===== src/rtl/isdu_pkg.sv =====
// isdu_pkg -- shared definitions for the ISDU control unit and its datapath.
//   state_t      : control FSM states (pause states exist only when
//                  ISDU_PAUSE_EN is defined)
//   OP_*         : Opcode field values (IR[15:12])
//   ALUK_*       : ALU function select
//   ADDR2_*      : address-adder second operand select
//   PCMUX_*      : PC source select
package isdu_pkg;

  typedef enum logic [4:0] {
    S_HALTED,
    S_F1,
    S_F2,
    S_F3,
    S_DECODE,
    S_EX_ADD,
    S_EX_AND,
    S_EX_NOT,
    S_EX_BR,
    S_EX_JMP,
    S_EX_JSR1,
    S_EX_JSR2,
    S_EX_LDR1,
    S_EX_LDR2,
    S_EX_LDR3,
    S_EX_STR1,
    S_EX_STR2,
    S_EX_STR3
`ifdef ISDU_PAUSE_EN
    ,
    S_PAUSE_IR1,
    S_PAUSE_IR2
`endif
  } state_t;

  localparam logic [3:0] OP_BR    = 4'b0000;
  localparam logic [3:0] OP_ADD   = 4'b0001;
  localparam logic [3:0] OP_JSR   = 4'b0100;
  localparam logic [3:0] OP_AND   = 4'b0101;
  localparam logic [3:0] OP_LDR   = 4'b0110;
  localparam logic [3:0] OP_STR   = 4'b0111;
  localparam logic [3:0] OP_NOT   = 4'b1001;
  localparam logic [3:0] OP_JMP   = 4'b1100;
  localparam logic [3:0] OP_PAUSE = 4'b1101;

  localparam logic [1:0] ALUK_ADD  = 2'b00;
  localparam logic [1:0] ALUK_AND  = 2'b01;
  localparam logic [1:0] ALUK_NOT  = 2'b10;
  localparam logic [1:0] ALUK_PASS = 2'b11;

  localparam logic [1:0] ADDR2_ZERO  = 2'b00;
  localparam logic [1:0] ADDR2_OFF6  = 2'b01;
  localparam logic [1:0] ADDR2_OFF9  = 2'b10;
  localparam logic [1:0] ADDR2_OFF11 = 2'b11;

  localparam logic [1:0] PCMUX_INC   = 2'b00;
  localparam logic [1:0] PCMUX_BUS   = 2'b01;
  localparam logic [1:0] PCMUX_ADDER = 2'b10;

endpackage


===== src/rtl/isdu_ctrl.sv =====
// isdu_ctrl -- instruction sequencing/decode unit for a small LC-3 style CPU.
//
// Optional feature: define ISDU_PAUSE_EN to make opcode 1101 a PAUSE that
// waits for a full press/release of Continue; otherwise 1101 is a NOP.
//
// Parameter:
//   MEM_WAIT (1..7) : cycles each memory read/write state is held.
// Ports:
//   Clk, Reset          : clock, synchronous active-high reset
//   Run, Continue       : start from HALTED, release from PAUSE
//   Opcode, IR_5, IR_11 : instruction fields, BEN : branch enable
//   LD_* / Gate*        : register loads and bus drivers (one gate max)
//   DRMUX..MIO_EN, ALUK, ADDR2MUX, PCMUX : datapath selects
//   Mem_OE, Mem_WE      : active-low memory strobes
//   dbg_state           : current FSM state, for observation only
//
// Outputs are Moore: decoded from the registered state (plus the wait counter
// and the static instruction fields) only. The wait counter runs only inside
// memory states and returns to zero on every state change.
module isdu_ctrl
  import isdu_pkg::*;
#(
  parameter int MEM_WAIT = 3
) (
  input  logic       Clk,
  input  logic       Reset,
  input  logic       Run,
  input  logic       Continue,
  input  logic [3:0] Opcode,
  input  logic       IR_5,
  input  logic       IR_11,
  input  logic       BEN,
  output logic       LD_PC,
  output logic       LD_IR,
  output logic       LD_MAR,
  output logic       LD_MDR,
  output logic       LD_CC,
  output logic       LD_BEN,
  output logic       LD_REG,
  output logic       GatePC,
  output logic       GateMDR,
  output logic       GateALU,
  output logic       GateMARMUX,
  output logic       DRMUX,
  output logic       SR1MUX,
  output logic       SR2MUX,
  output logic       ADDR1MUX,
  output logic       MIO_EN,
  output logic [1:0] ALUK,
  output logic [1:0] ADDR2MUX,
  output logic [1:0] PCMUX,
  output logic       Mem_OE,
  output logic       Mem_WE,
  output state_t     dbg_state
);

  localparam logic [2:0] WAIT_LAST = 3'(MEM_WAIT - 1);

  state_t     state;
  logic [2:0] wait_cnt;
  logic       mem_last;

  assign mem_last  = (wait_cnt == WAIT_LAST);
  assign dbg_state = state;

`ifndef ISDU_PAUSE_EN
  // Continue only matters when pause support is built in.
  logic unused_continue;
  assign unused_continue = Continue;
`endif

  always_ff @(posedge Clk) begin
    if (Reset) begin
      state    <= S_HALTED;
      wait_cnt <= '0;
    end else begin
      wait_cnt <= '0;
      case (state)
        S_HALTED: if (Run) state <= S_F1;
        S_F1:     state <= S_F2;
        S_F2: begin
          if (mem_last) state <= S_F3;
          else          wait_cnt <= wait_cnt + 3'd1;
        end
        S_F3:     state <= S_DECODE;
        S_DECODE: begin
          case (Opcode)
            OP_ADD: state <= S_EX_ADD;
            OP_AND: state <= S_EX_AND;
            OP_NOT: state <= S_EX_NOT;
            OP_BR:  state <= S_EX_BR;
            OP_JMP: state <= S_EX_JMP;
            OP_JSR: state <= S_EX_JSR1;
            OP_LDR: state <= S_EX_LDR1;
            OP_STR: state <= S_EX_STR1;
`ifdef ISDU_PAUSE_EN
            OP_PAUSE: state <= S_PAUSE_IR1;
`endif
            default: state <= S_F1;
          endcase
        end
        S_EX_JSR1: state <= S_EX_JSR2;
        S_EX_LDR1: state <= S_EX_LDR2;
        S_EX_LDR2: begin
          if (mem_last) state <= S_EX_LDR3;
          else          wait_cnt <= wait_cnt + 3'd1;
        end
        S_EX_STR1: state <= S_EX_STR2;
        S_EX_STR2: state <= S_EX_STR3;
        S_EX_STR3: begin
          if (mem_last) state <= S_F1;
          else          wait_cnt <= wait_cnt + 3'd1;
        end
`ifdef ISDU_PAUSE_EN
        // Two-phase pause: wait for press, then for release, so one press
        // advances exactly one instruction.
        S_PAUSE_IR1: if (Continue)  state <= S_PAUSE_IR2;
        S_PAUSE_IR2: if (!Continue) state <= S_F1;
`endif
        default: state <= S_F1;
      endcase
    end
  end

  always_comb begin
    LD_PC      = 1'b0;
    LD_IR      = 1'b0;
    LD_MAR     = 1'b0;
    LD_MDR     = 1'b0;
    LD_CC      = 1'b0;
    LD_BEN     = 1'b0;
    LD_REG     = 1'b0;
    GatePC     = 1'b0;
    GateMDR    = 1'b0;
    GateALU    = 1'b0;
    GateMARMUX = 1'b0;
    DRMUX      = 1'b0;
    SR1MUX     = 1'b0;
    SR2MUX     = 1'b0;
    ADDR1MUX   = 1'b0;
    MIO_EN     = 1'b0;
    ALUK       = ALUK_ADD;
    ADDR2MUX   = ADDR2_ZERO;
    PCMUX      = PCMUX_INC;
    Mem_OE     = 1'b1;
    Mem_WE     = 1'b1;
    case (state)
      S_F1: begin
        LD_MAR = 1'b1;
        GatePC = 1'b1;
        LD_PC  = 1'b1;
      end
      S_F2, S_EX_LDR2: begin
        Mem_OE = 1'b0;
        MIO_EN = 1'b1;
        LD_MDR = mem_last;  // capture only once the read data has settled
      end
      S_F3: begin
        LD_IR   = 1'b1;
        GateMDR = 1'b1;
      end
      S_DECODE: LD_BEN = 1'b1;
      S_EX_ADD, S_EX_AND, S_EX_NOT: begin
        SR2MUX  = IR_5;
        GateALU = 1'b1;
        LD_REG  = 1'b1;
        LD_CC   = 1'b1;
        if (state == S_EX_AND)      ALUK = ALUK_AND;
        else if (state == S_EX_NOT) ALUK = ALUK_NOT;
      end
      S_EX_BR: begin
        if (BEN) begin
          LD_PC    = 1'b1;
          PCMUX    = PCMUX_ADDER;
          ADDR1MUX = 1'b1;
          ADDR2MUX = ADDR2_OFF9;
        end
      end
      S_EX_JMP: begin
        LD_PC = 1'b1;
        PCMUX = PCMUX_ADDER;
      end
      S_EX_JSR1: begin
        DRMUX  = 1'b1;
        GatePC = 1'b1;
        LD_REG = 1'b1;
      end
      S_EX_JSR2: begin
        LD_PC    = 1'b1;
        PCMUX    = PCMUX_ADDER;
        ADDR1MUX = IR_11;
        ADDR2MUX = IR_11 ? ADDR2_OFF11 : ADDR2_ZERO;
      end
      S_EX_LDR1, S_EX_STR1: begin
        LD_MAR     = 1'b1;
        GateMARMUX = 1'b1;
        ADDR2MUX   = ADDR2_OFF6;
      end
      S_EX_LDR3: begin
        GateMDR = 1'b1;
        LD_REG  = 1'b1;
        LD_CC   = 1'b1;
      end
      S_EX_STR2: begin
        LD_MDR  = 1'b1;
        GateALU = 1'b1;
        ALUK    = ALUK_PASS;
        SR1MUX  = 1'b1;
      end
      S_EX_STR3: Mem_WE = 1'b0;
      default: ;
    endcase
  end

endmodule


===== config.mk =====
export PLATFORM = sky130hd
export DESIGN_NAME = isdu_ctrl
export DESIGN_NICKNAME = d
export VERILOG_FILES = /design/src/rtl/isdu_pkg.sv /design/src/rtl/isdu_ctrl.sv
export SDC_FILE = /design/constraint.sdc
export NUM_CORES = 1
export LEC_CHECK = 0
export ABC_CLOCK_PERIOD_IN_PS = 1790
export BUFFER_PORTS_ARGS = -buffer_cell sky130_fd_sc_hd__buf_4
export CAP_MARGIN = 20
export CORE_MARGIN = 4
export CORE_UTILIZATION = 46
export DETAILED_ROUTE_END_ITERATION = 8
export GPL_ROUTABILITY_DRIVEN = 0
export HOLD_SLACK_MARGIN = 0.02
export MAX_ROUTING_LAYER = met4
export PLACE_DENSITY = 0.79
export SETUP_SLACK_MARGIN = 0.4
export SYNTH_ARGS = -nofsm -noshare
export SYNTH_HDL_FRONTEND = slang
export SYNTH_SLANG_ARGS = --single-unit

===== constraint.sdc =====
create_clock -name Clk -period 1.79 [get_ports Clk]
set_input_delay 0.358 -clock Clk [delete_from_list [all_inputs] [get_ports Clk]]
set_output_delay 0.358 -clock Clk [all_outputs]
set_load 0.005 [all_outputs]

==> results of run 1 <==
[through the flow]
step                 util  std cells  hold WS (ns)  setup slack (ns)
CTS                 0.919        209         0.323            0.0175
detailed placement  0.697        182         0.425            0.0985
global placement    0.697        182         0.419             0.137
floorplan               -        122         0.405             0.303
[timing repair]
action                                 in CTS
setup endpoints to repair                  29
pin swaps                                  17
setup buffers                              24
endpoints found under the hold margin       0
cloned                                      0
resized for setup                          52
[synth_stat cells (3+ instances only)]
cell       n  area, µm²
nand2_1    7       26.3
nor2b_1    6       37.5
nor2_1    16       60.1
nor3b_1    3       22.5
a21oi_1    7       35.0
inv_1      5       18.8
o21ai_0    8       40.0
and3_1     3       18.8
dfxtp_1    8        160
o211a_1    3       30.0
nor3_1     5       25.0
and2_1     3       18.8
clkbuf_1   4       15.0
buf_4      3       22.5
nand2b_1   3       18.8
nand3_1    6       30.0
[cell families after synthesis]
kind of cell | after synthesis | share of synthesized area
flops | 8 | 0.187
simple gates | 66 | 0.448
fa+ha+maj | 2 | 0.0291
xor+xnor | 1 | 0.0102
buf+inv | 14 | 0.0758
other cells | 1 | 0.00437
compound gates | 30 | 0.246
==> impl_metrics.py, run 1 <==
metrics = {
    "place": {
        "io_buffers": 37,
        "dp_hpwl_mm": 1.93,
        "post_dp_cell_area_um2": 1220,
    },
    "clock_network": {
        "cts.path.max_buffers": 2,
        "clock_sinks": 8,
        "cts_buffers": 3,
        "h-tree-depth": 1,
        "cts_root_buf": "clkbuf_4",
        "cts_hold_buf": 0,
    },
    "global_route": {
        "grt_max_degree": 13,
    },
    "outcome": {
        "failed_stage": "global routing (5_1_grt)",
        "status": "aborted with a tool error",
        "firstError": "[ERROR DPL-0038] Utilization greater than 100%, impossible to legalize",
    },
    "yosys": {
        "ys.warnings.count": 0,
        "synth_fp_nets": 135,
        "synthCells": 122,
        "avgSynthCellArea_um2": 7.04,
        "synthArstFlopShare": 0,
        "ys_seq_elements": 8,
        "synth_edf_count": 0,
        "synthFlopType": "dfxtp_1",
        "ys_seq_area_frac": 0.187,
        "synth_cell_types": 44,
        "synth.cell_area_um2": 858,
    },
    "die": {
        "die_h_um": 51.2,
        "die_width_um": 51.2,
        "row_count": 15,
        "pin_count": 40,
        "initial_core_util": 0.492,
    },
    "sta": {
        "grt_repair_worst_endpoint": "LD_MDR",
        "worstEpCategory": "top-level output",
    },
}
==> run 2: changes to the inputs <==
CORE_AREA = 4 4 65 67   (was not set)
CORE_MARGIN = not set   (was 4)
CORE_UTILIZATION = not set   (was 46)
DIE_AREA = 0 0 69 71   (was not set)
HOLD_SLACK_MARGIN = not set   (was 0.02)
MAX_ROUTING_LAYER = not set   (was met4)
PLACE_DENSITY = not set   (was 0.79)
PLACE_DENSITY_LB_ADDON = 0.15   (was not set)
SETUP_SLACK_MARGIN = not set   (was 0.4)
==> run 2 against run 1 <==
Against the previous run:
- synthesized area unchanged
- synthesized cell count unchanged
- the run now ends clean
==> impl_metrics.py, run 2 <==
metrics = {
    "outcome": {
        "status": "completed",
    },
    "job": {
        "drv_cap": 0,
    },
    "global_route": {
        "first_global_vias": 1027,
        "gr-usage-all-layers": 0.123,
        "grt_overflow": 0,
        "antenna_found_initial": 0,
        "grt_pass1_wl_mm": 5.04,
        "grt_max_degree": 13,
    },
    "critical_path": {
        "cp-end-kind": "output pin",
        "worstSetupPathType": "flip-flop to output pin",
        "max_stage_delay_ns": 0.39,
        "cp_slowest_cell": "or3_1",
        "cp_max_fo": 8,
        "critPathLaunchType": "flip-flop",
        "worstPathRequired_ns": 1.43,
        "arrival_ns": 1.40,
        "crit_path_cell_trace": "nor2b_1 > or3_1 > a21oi_1 > buf_4",
    },
    "drt": {
        "avgViaCountPerCell": 4.87,
        "ant_nets": 0,
        "drc": 0,
        "dr.pass1.iters": 4,
        "routedWlPerCell_um": 13.2,
        "drt_iter0_drc": 51,
        "drt_wl_total_mm": 2.97,
        "vias": 1095,
    },
    "die": {
        "die_width_um": 69,
        "die_area_um2": 4900,
        "core_um2": 3630,
        "initial_core_util": 0.236,
        "pin_count": 40,
        "row_count": 22,
        "die_h_um": 71,
    },
    "finish": {
        "regArea_um2": 171,
        "multi_input_area_um2": 688,
        "nets": 192,
        "fillCellCount": 383,
        "areaGrowthSynthToFinish_pct": 69.7,
        "largest_register_ff_count": 5,
        "antenna_cells": 0,
        "final_cell_mix": "buf_4, nor2_1, nand3_1, o21ai_0, a21oi_1",
        "layout-drive-gt1-share": 0.508,
        "final_cells": 225,
        "fin_util": 0.401,
        "mostFrequentLayoutCell": "buf_4",
    },
    "power_and_ir_drop": {
        "p_leak_nw": 0.702,
        "power.total_mw": 1.26,
        "vdd_drop_max_mv": 0.464,
        "p_per_area_nw_per_um2": 865,
    },
    "clock_network": {
        "cts_buffers": 3,
        "path_clk_slew_ns": 0.04,
        "h-tree-depth": 1,
        "cts_root_buf": "clkbuf_8",
        "cts_tree": "yes",
        "clock_sinks": 8,
        "cts_hold_buf": 0,
        "cts.path.max_buffers": 2,
        "clk_latency_ns": 0.22,
    },
    "yosys": {
        "yosysMostFrequentCell": "nor2_1",
        "synth_fp_nets": 135,
        "synth_edf_count": 0,
        "synthCells": 122,
        "synth.cell_area_um2": 858,
        "ys_seq_elements": 8,
        "synthArstFlopShare": 0,
        "synthDominantCellAreaShare": 0.187,
        "synthFlopType": "dfxtp_1",
        "yosys-top-cells-count": "nor2_1, dfxtp_1, o21ai_0",
        "yosysTopAreaCell": "dfxtp_1",
        "synth_cell_types": 44,
        "synth.area.top_cells": "dfxtp_1, nor2_1, o21ai_0, nor2b_1, a21oi_1",
        "avgSynthCellArea_um2": 7.04,
        "ys.warnings.count": 0,
        "ys_seq_area_frac": 0.187,
    },
    "sta": {
        "fmax_mhz": 568,
        "min_period_ns": 1.76,
        "timing.final.ws_setup_ns": 0.0284,
        "skew_ns": 0.00225,
        "finalSetupViolCount": 0,
        "period_share": 0.984,
        "slew_viol_final": 0,
        "finalHoldViolations": 0,
        "rsz0062_at_grt": "true",
        "hold-worst-slack_ns": 0.352,
    },
    "place": {
        "dp_hpwl_mm": 2.40,
        "io_buffers": 37,
        "dp.cells": 216,
        "place_ws_ns": 0.0918,
    },
    "min_path": {
        "min_path_type": "primary input to flip-flop",
    },
}
==> run 2: cell counts after synthesis <==
Identical to the previous run, type by type.
==> run 2: final timing paths <==
path	startpoint	endpoint	slack (ns)	cells after the start
worst max register to register	dbg_state[1]	dbg_state[0]	0.12	6
worst min register to register	wait_cnt[0]	wait_cnt[0]	0.44	1
worst min-delay path	Reset	dbg_state[0]	0.35	2
worst max-delay path	dbg_state[0]	LD_MAR	0.03	4
==> run 2: kinds of logic after synthesis <==
kind of cell               synth area share
buffers and inverters                0.0758
other                               0.00437
and+or+nand+nor                       0.448
AOI/OAI and AO/OA                     0.246
xor gates and xnor gates             0.0102
adders and majority gates            0.0291
DFF                                   0.187
==> run 2: layout make-up <==
class | count | share of cell area
Inverter | 5 | 0.0129
Sequential cell | 8 | 0.118
Clock buffer | 3 | 0.0284
Tap cell | 48 | 0.0412
Timing Repair Buffer | 61 | 0.327
Multi-Input combinational cell | 100 | 0.473
==> run 2: metrics by stage <==
step / instance area, µm² / setup TNS (ns)
after global placement: 1280 / 0
after detailed placement: 1280 / 0
after global routing: 1460 / -0.115
final: 1460 / 0
after floorplan: 858 / 0
after CTS: 1370 / 0
==> run 2: repair_timing <==
item / in CTS / in global routing
endpoints found under the setup margin: 10 / 11
gates resized for setup: 9 / 22
pin swaps: 1 / 5
cloned: 0 / 0
buffers inserted: 3 / 3
==> run 2: routing by layer <==
| layer | up-vias | share of wire | wire length, µm | global-route usage |
|---|---|---|---|---|
| met5 | - | 0 | 0 | 0 |
| li1 | 549 | - | - | - |
| met4 | 0 | 0.021 | 61 | 0.0499 |
| met3 | 6 | 0.062 | 185 | 0.0270 |
| met1 | 497 | 0.43 | 1290 | 0.162 |
| met2 | 43 | 0.48 | 1440 | 0.194 |
==> run 2: worst max-delay path: cells and delay by family (launching register included) <==
family | cells | cell delay [ns]
flops | 1 | 0.38
simple gates | 2 | 0.53
compound gates | 1 | 0.14
buf+inv | 1 | 0.13
==> run 2: power by group <==
part / internal (mW) / switching (mW) / total (mW) / leakage, nW
sequential: 0.214 / 0.0492 / 0.263 / 0.0677
clock: 0.145 / 0.0637 / 0.209 / 0.0216
combinational: 0.414 / 0.374 / 0.788 / 0.612
total: 0.773 / 0.487 / 1.26 / 0.702
(Power assumes the default switching activity.)
